`src/rtl/controller_poller.sv`:
```
// rtl/controller_poller.sv - NES controller poller: latch/pulse sequencer with serial button capture
// Optional feature macro: CONTROLLER_POLL_FILTER_EN (commit buttons only when two consecutive frames agree)
module controller_poller #(
    parameter int LATCH_CYCLES = 1200,
    parameter int HALF_CYCLES  = 600,
    parameter int POLL_CYCLES  = 1666667
) (
    input  logic       clk,
    input  logic       rst,
    input  logic       start,
    input  logic       data,
    output logic       latch,
    output logic       pulse,
    output logic [7:0] buttons,
    output logic       valid,
    output logic       busy
);
    localparam int PCW    = $clog2(POLL_CYCLES);
    localparam int PH_MAX = (LATCH_CYCLES > HALF_CYCLES) ? LATCH_CYCLES : HALF_CYCLES;
    localparam int PHW    = $clog2(PH_MAX);

    localparam logic [PCW-1:0] POLL_LAST  = PCW'(POLL_CYCLES - 1);
    localparam logic [PHW-1:0] LATCH_LAST = PHW'(LATCH_CYCLES - 1);
    localparam logic [PHW-1:0] HALF_LAST  = PHW'(HALF_CYCLES - 1);

    typedef enum logic [2:0] {
        ST_IDLE,
        ST_LATCH,
        ST_LOW,
        ST_HIGH,
        ST_DONE
    } state_t;

    state_t         state;
    state_t         state_nxt;
    logic [PCW-1:0] poll_cnt;
    logic [PHW-1:0] phase_cnt;
    logic [2:0]     bit_idx;
    logic [7:0]     shift;
    logic [1:0]     sync;
    logic           data_s;
    logic           fire;
    logic           phase_last;
    logic [7:0]     frame_byte;
`ifdef CONTROLLER_POLL_FILTER_EN
    logic [7:0]     prev_byte;
`endif

    assign data_s     = sync[1];
    assign fire       = (state == ST_IDLE) && (start || (poll_cnt == POLL_LAST));
    assign phase_last = (state == ST_LATCH) ? (phase_cnt == LATCH_LAST) : (phase_cnt == HALF_LAST);
    // Raw byte as it will stand once the final bit (index 7 -> shift[0]) is captured
    assign frame_byte = {shift[7:1], data_s};

    always_comb begin
        state_nxt = state;
        case (state)
            ST_IDLE:  if (fire) state_nxt = ST_LATCH;
            ST_LATCH: if (phase_last) state_nxt = ST_LOW;
            ST_LOW:   if (phase_last) state_nxt = (bit_idx == 3'd7) ? ST_DONE : ST_HIGH;
            ST_HIGH:  if (phase_last) state_nxt = ST_LOW;
            ST_DONE:  state_nxt = ST_IDLE;
            default:  state_nxt = ST_IDLE;
        endcase
    end

    always_ff @(posedge clk) begin
        if (rst) begin
            state     <= ST_IDLE;
            poll_cnt  <= '0;
            phase_cnt <= '0;
            bit_idx   <= '0;
            shift     <= '0;
            sync      <= 2'b11;
            latch     <= 1'b0;
            pulse     <= 1'b0;
            valid     <= 1'b0;
            busy      <= 1'b0;
            buttons   <= 8'h00;
`ifdef CONTROLLER_POLL_FILTER_EN
            prev_byte <= 8'hFF;
`endif
        end else begin
            sync  <= {sync[0], data};
            state <= state_nxt;
            // Outputs registered from the next state so the off-board lines never glitch
            latch <= (state_nxt == ST_LATCH);
            pulse <= (state_nxt == ST_HIGH);
            valid <= (state_nxt == ST_DONE);
            busy  <= (state_nxt != ST_IDLE);

            // Free-running so consecutive latch rises stay exactly one poll period apart
            if (fire || (poll_cnt == POLL_LAST)) begin
                poll_cnt <= '0;
            end else begin
                poll_cnt <= poll_cnt + PCW'(1);
            end

            if (state_nxt != state) begin
                phase_cnt <= '0;
            end else if (state != ST_IDLE) begin
                phase_cnt <= phase_cnt + PHW'(1);
            end

            if (state == ST_LATCH) begin
                bit_idx <= '0;
            end else if ((state == ST_HIGH) && phase_last) begin
                bit_idx <= bit_idx + 3'd1;
            end

            if ((state == ST_LOW) && phase_last) begin
                shift[~bit_idx] <= data_s;
                if (bit_idx == 3'd7) begin
`ifdef CONTROLLER_POLL_FILTER_EN
                    if (frame_byte == prev_byte) begin
                        buttons <= ~frame_byte;
                    end
                    prev_byte <= frame_byte;
`else
                    buttons <= ~frame_byte;
`endif
                end
            end
        end
    end
endmodule

```
`config.mk`:
```
export PLATFORM = sky130hd
export DESIGN_NAME = controller_poller
export DESIGN_NICKNAME = d
export VERILOG_FILES = /design/src/rtl/controller_poller.sv
export SDC_FILE = /design/constraint.sdc
export NUM_CORES = 1
export LEC_CHECK = 0
export CORE_ASPECT_RATIO = 0.9
export CORE_MARGIN = 2
export CORE_UTILIZATION = 58
export DETAILED_ROUTE_END_ITERATION = 8
export GPL_TIMING_DRIVEN = 0
export PLACE_DENSITY_LB_ADDON = 0.3
export SLEW_MARGIN = 20
export SYNTH_ARGS = -nofsm -noshare
export SYNTH_HDL_FRONTEND = slang
export SYNTH_SLANG_ARGS = --single-unit
```
`constraint.sdc`:
```
create_clock -name clk -period 2.5 [get_ports clk]
set_input_delay 0.5 -clock clk [delete_from_list [all_inputs] [get_ports clk]]
set_output_delay 0.5 -clock clk [all_outputs]
set_load 0.05 [all_outputs]
```
# Word-level counts from Yosys, hierarchy flattened

Cells that the tools add are included.

Flip-flop bits (word level): 60
Bits of input ports: 4
Output and inout port bits: 12
Logic and storage cells: 52

$add $sub $neg: 3
$lt $le $gt $ge: 2
Eq/ne operators: 11
Muxes and demuxes: 9
Bitwise operators: 2
Reduce and logical (&&, ||, !) cells: 14

Operator list:

| operator                                                          | number |
|---|---|
| adder 21 x 1 -> 21 bit, second input constant                     | 1 |
| == test 21 bit, second input constant                             | 1 |
| two-way mux 3 bit                                                 | 4 |
| adder 11 x 1 -> 11 bit, second input constant                     | 1 |
| == test 11 x 10 -> 1 bit, second input constant                   | 1 |
| == test 11 bit, second input constant                             | 1 |
| == test 3 x 2 -> 1 bit, second input constant                     | 3 |
| one-hot mux 3 bit (3 select lines)                                | 1 |
| bitwise mux 8 bit                                                 | 1 |
| NOT 8 bit                                                         | 1 |
| OR reduction 2 bit                                                | 4 |
| == test 3 x 1 -> 1 bit, second input constant                     | 2 |
| == test 3 bit, second input constant                              | 2 |
| nonzero test 3 bit                                                | 2 |
| logical AND 1 bit                                                 | 4 |
| less-than comparator 3 x 4 -> 1 bit, second input constant        | 1 |
| adder 3 x 1 -> 3 bit, second input constant                       | 1 |
| demux 1 bit (select 3 bit)                                        | 1 |
| greater-or-equal comparator 3 x 1 -> 1 bit, second input constant | 1 |
| logical NOT 3 bit                                                 | 1 |
| inequality test 3 bit                                             | 1 |
| NOT 3 bit                                                         | 1 |
| logical OR 1 bit                                                  | 2 |
| two-way mux 1 bit                                                 | 2 |
| AND reduction 2 bit                                               | 1 |

# Depth between registers and ports, before layout

Word-level depth: 7
Depth in mapped cells: 8
Mapped depth without buffers: 7

# Worst setup path before layout

OpenSTA, ideal clock, no wires.

Kind: reg2reg
Start point: register phase_cnt[0]
End point: register shift[6]
Setup time: 0.128 ns
Arrival time: 1.609 ns
Required time: 2.372 ns
Setup slack: 0.764 ns
Stages on the path, launching flop included: 9
Path buffers: 2
Clock period less this slack: 1.736 ns
Cell sequence: dfxtp_1 ha_1 and3b_1 clkbuf_2 nand4_1 clkbuf_1 nor4_1 mux2i_1 nor2_1

Word-level cells in the longest chain between the ends: 3
Elaborated cells on any way between the ends: 4
Classes of those cells: 2 x eq/ne; 1 x mux; 1 x reduce/logical

Ends and longest elaborated chain:

| element                                                    | line | source |
|---|---|---|
| start, declared                                            | 37   | `logic [PHW-1:0] phase_cnt;` |
| start signal, assigned                                     | 102  | `phase_cnt <= phase_cnt + PHW'(1);` |
| == test 11 x 10 -> 1 bit or == test 11 bit (tied branches) | 51   | `assign phase_last = (state == ST_LATCH) ? (phase_cnt == LATCH_LAST) : (phase_cnt == HALF_LAST);` |
| two-way mux 1 bit (*)                                      | 51   |  |
| logical AND 1 bit (*)                                      | 111  | `if ((state == ST_LOW) && phase_last) begin` |
| end signal, assigned by index                              | 112  | `shift[~bit_idx] <= data_s;` |
| end, declared                                              | 39   | `logic [7:0] shift;` |

Mark *: on every way between the ends. The rest lies on a longest branch, timed or not.
A chain may end at the register's enable or synchronous reset.

# Worst setup path in the final report

Start point: register phase_cnt[0]
End point: register buttons[4]

Word-level cells in the longest chain between the ends: 4
Elaborated cells on any way between the ends: 5
Classes of those cells: 2 x eq/ne; 1 x mux; 2 x reduce/logical

Ends and longest elaborated chain:

| element                                                    | line | source |
|---|---|---|
| == test 11 x 10 -> 1 bit or == test 11 bit (tied branches) | 51   |  |
| two-way mux 1 bit (*)                                      | 51   |  |
| logical AND 1 bit (*)                                      | 111  |  |
| AND reduction 2 bit (no line) (*)                          | --   |  |
| end signal, assigned                                       | 120  | `buttons <= ~frame_byte;` |
| end, declared                                              | 14   | `output logic [7:0] buttons,` |

Marks and branches as above.

==> impl_metrics.tcl <==
set metrics [dict create \
    rows 23 \
    synth_top_area_share_pct 45.3 \
    post-synth-top-area-cell "dfxtp_1" \
    cts_tree "done" \
    dieArea_mm2 0.00505 \
    cts.sinks 59 \
    syn_area_per_cell_um2 8.78 \
    portBuffers 14 \
    path_cells "ha_1 > and3b_1 > clkbuf_2 > nand4_1 > nor3_2 > buf_4 > nor2_1 > a211oi_1" \
    nNetsFinal 331 \
    hold_ws_ns 0.412 \
    hold_violations 0 \
    seqPwrFrac_pct 45.8 \
    rsz0062_at_grt "false" \
    critical_path.slowest_cell "nor3_2" \
    dieWidth_um 74.7 \
    worst_ep_arrival_time_ns 2.33 \
    switching_share_pct 20.4 \
    fin_crit_ns 2.08 \
    timing.final.crit_share_pct 83.2 \
    htree_levels 3 \
    tightest_slew_ns 0.521 \
    fin_util_pct 70.1 \
    maxCapViolations 0 \
    ios 16 \
    cts_buffers 9 \
    finalWirelength_mm 4.97 \
    p_leak_nw 1.01 \
    path_clk_slew_ns 0.07 \
    insertion_delay_ns 0.34 \
    p_int_mw 1.67 \
    grtUsageTotal_pct 21.8 \
    vias_per_cell 5.28 \
    grt_start_max_net_pins 11 \
    ys_ff_latch 59 \
    cts-resized-gates 0 \
    vias 2052 \
    crit_path_end_kind "flop" \
    root_buffer "clkbuf_8" \
    antenna_found_initial 0 \
    synth.cell_area_mm2 0.00261 \
    setup_viol 0 \
    detailed_place_hpwl_mm 3.32 \
    first_pass_iters 6 \
    die_h_um 67.6 \
    netSwitchingPower_mw 0.428 \
    routedWlPerCell_um 12.8 \
    synth_area_leaders "dfxtp_1 (45%), nor2_1 (8.5%), xnor2_1 (7.1%), nand2_1 (3.2%), nor3_1 (3.1%)" \
    path_class "reg2reg" \
    syn_inst 297 \
    p_comb_share_pct 3.6 \
    dp.cells 373 \
    seq_area_frac_synth_pct 45.3 \
    core_area_mm2 0.00437 \
    critPathRequiredTime_ns 2.75 \
    grt_first_pass_wirelength_mm 8.07 \
    skew_ns 0.00953 \
    critPathMaxStageDelay_ns 0.41 \
    synth-main-ff-cell "dfxtp_1" \
    synth_fp_nets 306 \
    yosysWarnings 0 \
    area_delta_synth_final_pct 17.7 \
    cts_setup_buffers 0 \
    ctsHoldBuffers 0 \
    outcome "finished, final reports clean" \
    cts_buffer_depth 2 \
    ant_nets 0 \
    grt_pass1_vias 1784 \
    grt_overflow_total 0 \
    fmax_ghz 0.481 \
    synthArstFlopShare_pct 0 \
    cp_max_fo 10 \
    slew-limit-headroom_pct 65.3 \
    setup_tns_ns 0 \
    slew_violations 0 \
    antenna_cells 0 \
    route.detailed.drc 0 \
    pwr-share-clk_pct 50.6 \
    min_path_type "reg2reg" \
    ir_drop_mv 0.509 \
    powerDensity_mw_per_mm2 683 \
    start_util_pct 59.6 \
    synth_edf_count 0 \
    ys_types 41 \
    drtIter0Drc 90 \
    drive_gt1_share_pct 9.48 \
    startpoint_type "flop" \
    fin_cells 389 \
    gp_congestion 0.846 \
]
logic make-up (layout without fill, tap and decap cells):
group                    after synthesis  count (layout)  share of synthesized area, %
AND/OR/NAND/NOR                      155             155                          30.6
multiplexers                           7               7                          2.69
AO/OA/AOI/OAI                         22              22                          5.81
XOR/XNOR                              29              29                          9.75
adder cells (fa/ha/maj)                5               5                          2.40
buffers and inverters                 20              50                          3.41
flip-flops                            59              59                          45.3
critical path, delay by kind of cell, from the launching register on:
family          cells  cell delay, ns
compound gates      1            0.22
fa+ha+maj           1            0.22
buf+inv             2            0.42
flops               1            0.37
simple gates        4            0.77
synthesized netlist by cell type, types with 2 or more instances:
cell type / instances
nor4_1: 3
dfxtp_1: 59
nor3b_1: 3
xnor2_1: 21
a21oi_1: 7
buf_2: 4
nor2_1: 59
nor3_1: 16
nor3b_2: 2
nor2b_1: 3
and4_1: 3
mux2i_1: 7
and3_1: 5
clkbuf_1: 7
nand2_1: 22
nand4_1: 10
nand3_1: 8
xor2_1: 8
nand3b_1: 2
o21ai_0: 3
or3_1: 3
nand2b_1: 4
a211oi_1: 7
buf_4: 2
ha_1: 5
inv_1: 6
nor3_2: 2
or2_2: 3
through the flow:
step | setup WS [ns] | instance area [µm²] | total power [mW]
after floorplan | 0.764 | 2610 | 1.03
after detailed placement | 0.442 | 2820 | 1.06
after global routing | 0.229 | 3070 | 2.16
after global placement | 0.501 | 2820 | 1.05
after CTS | 0.401 | 3070 | 2.11
final | 0.419 | 3070 | 2.09
power groups by stage:
stage / registers, mW / logic [mW] / clock network (mW)
finish: 0.959 / 0.0759 / 1.06
global route: 0.960 / 0.0845 / 1.12
CTS: 0.959 / 0.0764 / 1.07
detailed placement: 0.980 / 0.0758 / 0
global placement: 0.980 / 0.0748 / 0
floorplan: 0.988 / 0.0454 / 0
cell usage in the layout (no fill, tap or decap), drive strengths merged, types with 2 or more instances in the layout:
cell / instances
mux2i: 7
ha: 5
buf: 6
xor2: 8
xnor2: 21
and3: 5
or2: 3
nor4: 4
and4: 3
or3: 3
inv: 6
nand3b: 2
nand2b: 4
a21oi: 7
nor3: 18
clkdlybuf4s50: 14
clkbuf: 20
nand3: 8
nor2b: 3
bufinv: 3
nand4: 10
nand2: 22
o21ai: 3
dfxtp: 59
nor2: 59
a211oi: 7
nor3b: 5
flip-flops by register name, indices dropped and copies added (netlist names):
| signal | count |
|---|---|
| latch | 1 |
| bit_idx | 3 |
| busy | 1 |
| state | 3 |
| phase_cnt | 11 |
| buttons | 8 |
| shift | 7 |
| sync | 2 |
| valid | 1 |
| pulse | 1 |
| poll_cnt | 21 |
area by class of cell:
class                           instances  area, µm²
Clock inverter                          4       97.6
Inverter                                6       22.5
Fill cell                             359       1310
Tap cell                               62       77.6
Timing Repair Buffer                   14        140
Clock buffer                           12        145
Buffer                                 14       66.3
Multi-Input combinational cell        218       1340
Sequential cell                        59       1180
worst paths after layout:
check / from / endpoint / slack (ns) / depth (start not counted)
worst max-delay path: phase_cnt[0] / buttons[4] / 0.42 / 8
worst min register to register: sync[0] / sync[1] / 0.41 / 1
worst min-delay path: sync[0] / sync[1] / 0.41 / 1
worst max register to register: phase_cnt[0] / buttons[4] / 0.42 / 8
per-layer routing:
layer	global-route usage (%)	wire length [µm]	vias to the layer above
li1	-	-	1068
met5	0	0	-
met3	6.87	189	13
met1	28.7	2470	934
met2	31.4	2190	37
met4	12.3	115	0
(Power assumes the default switching activity.)
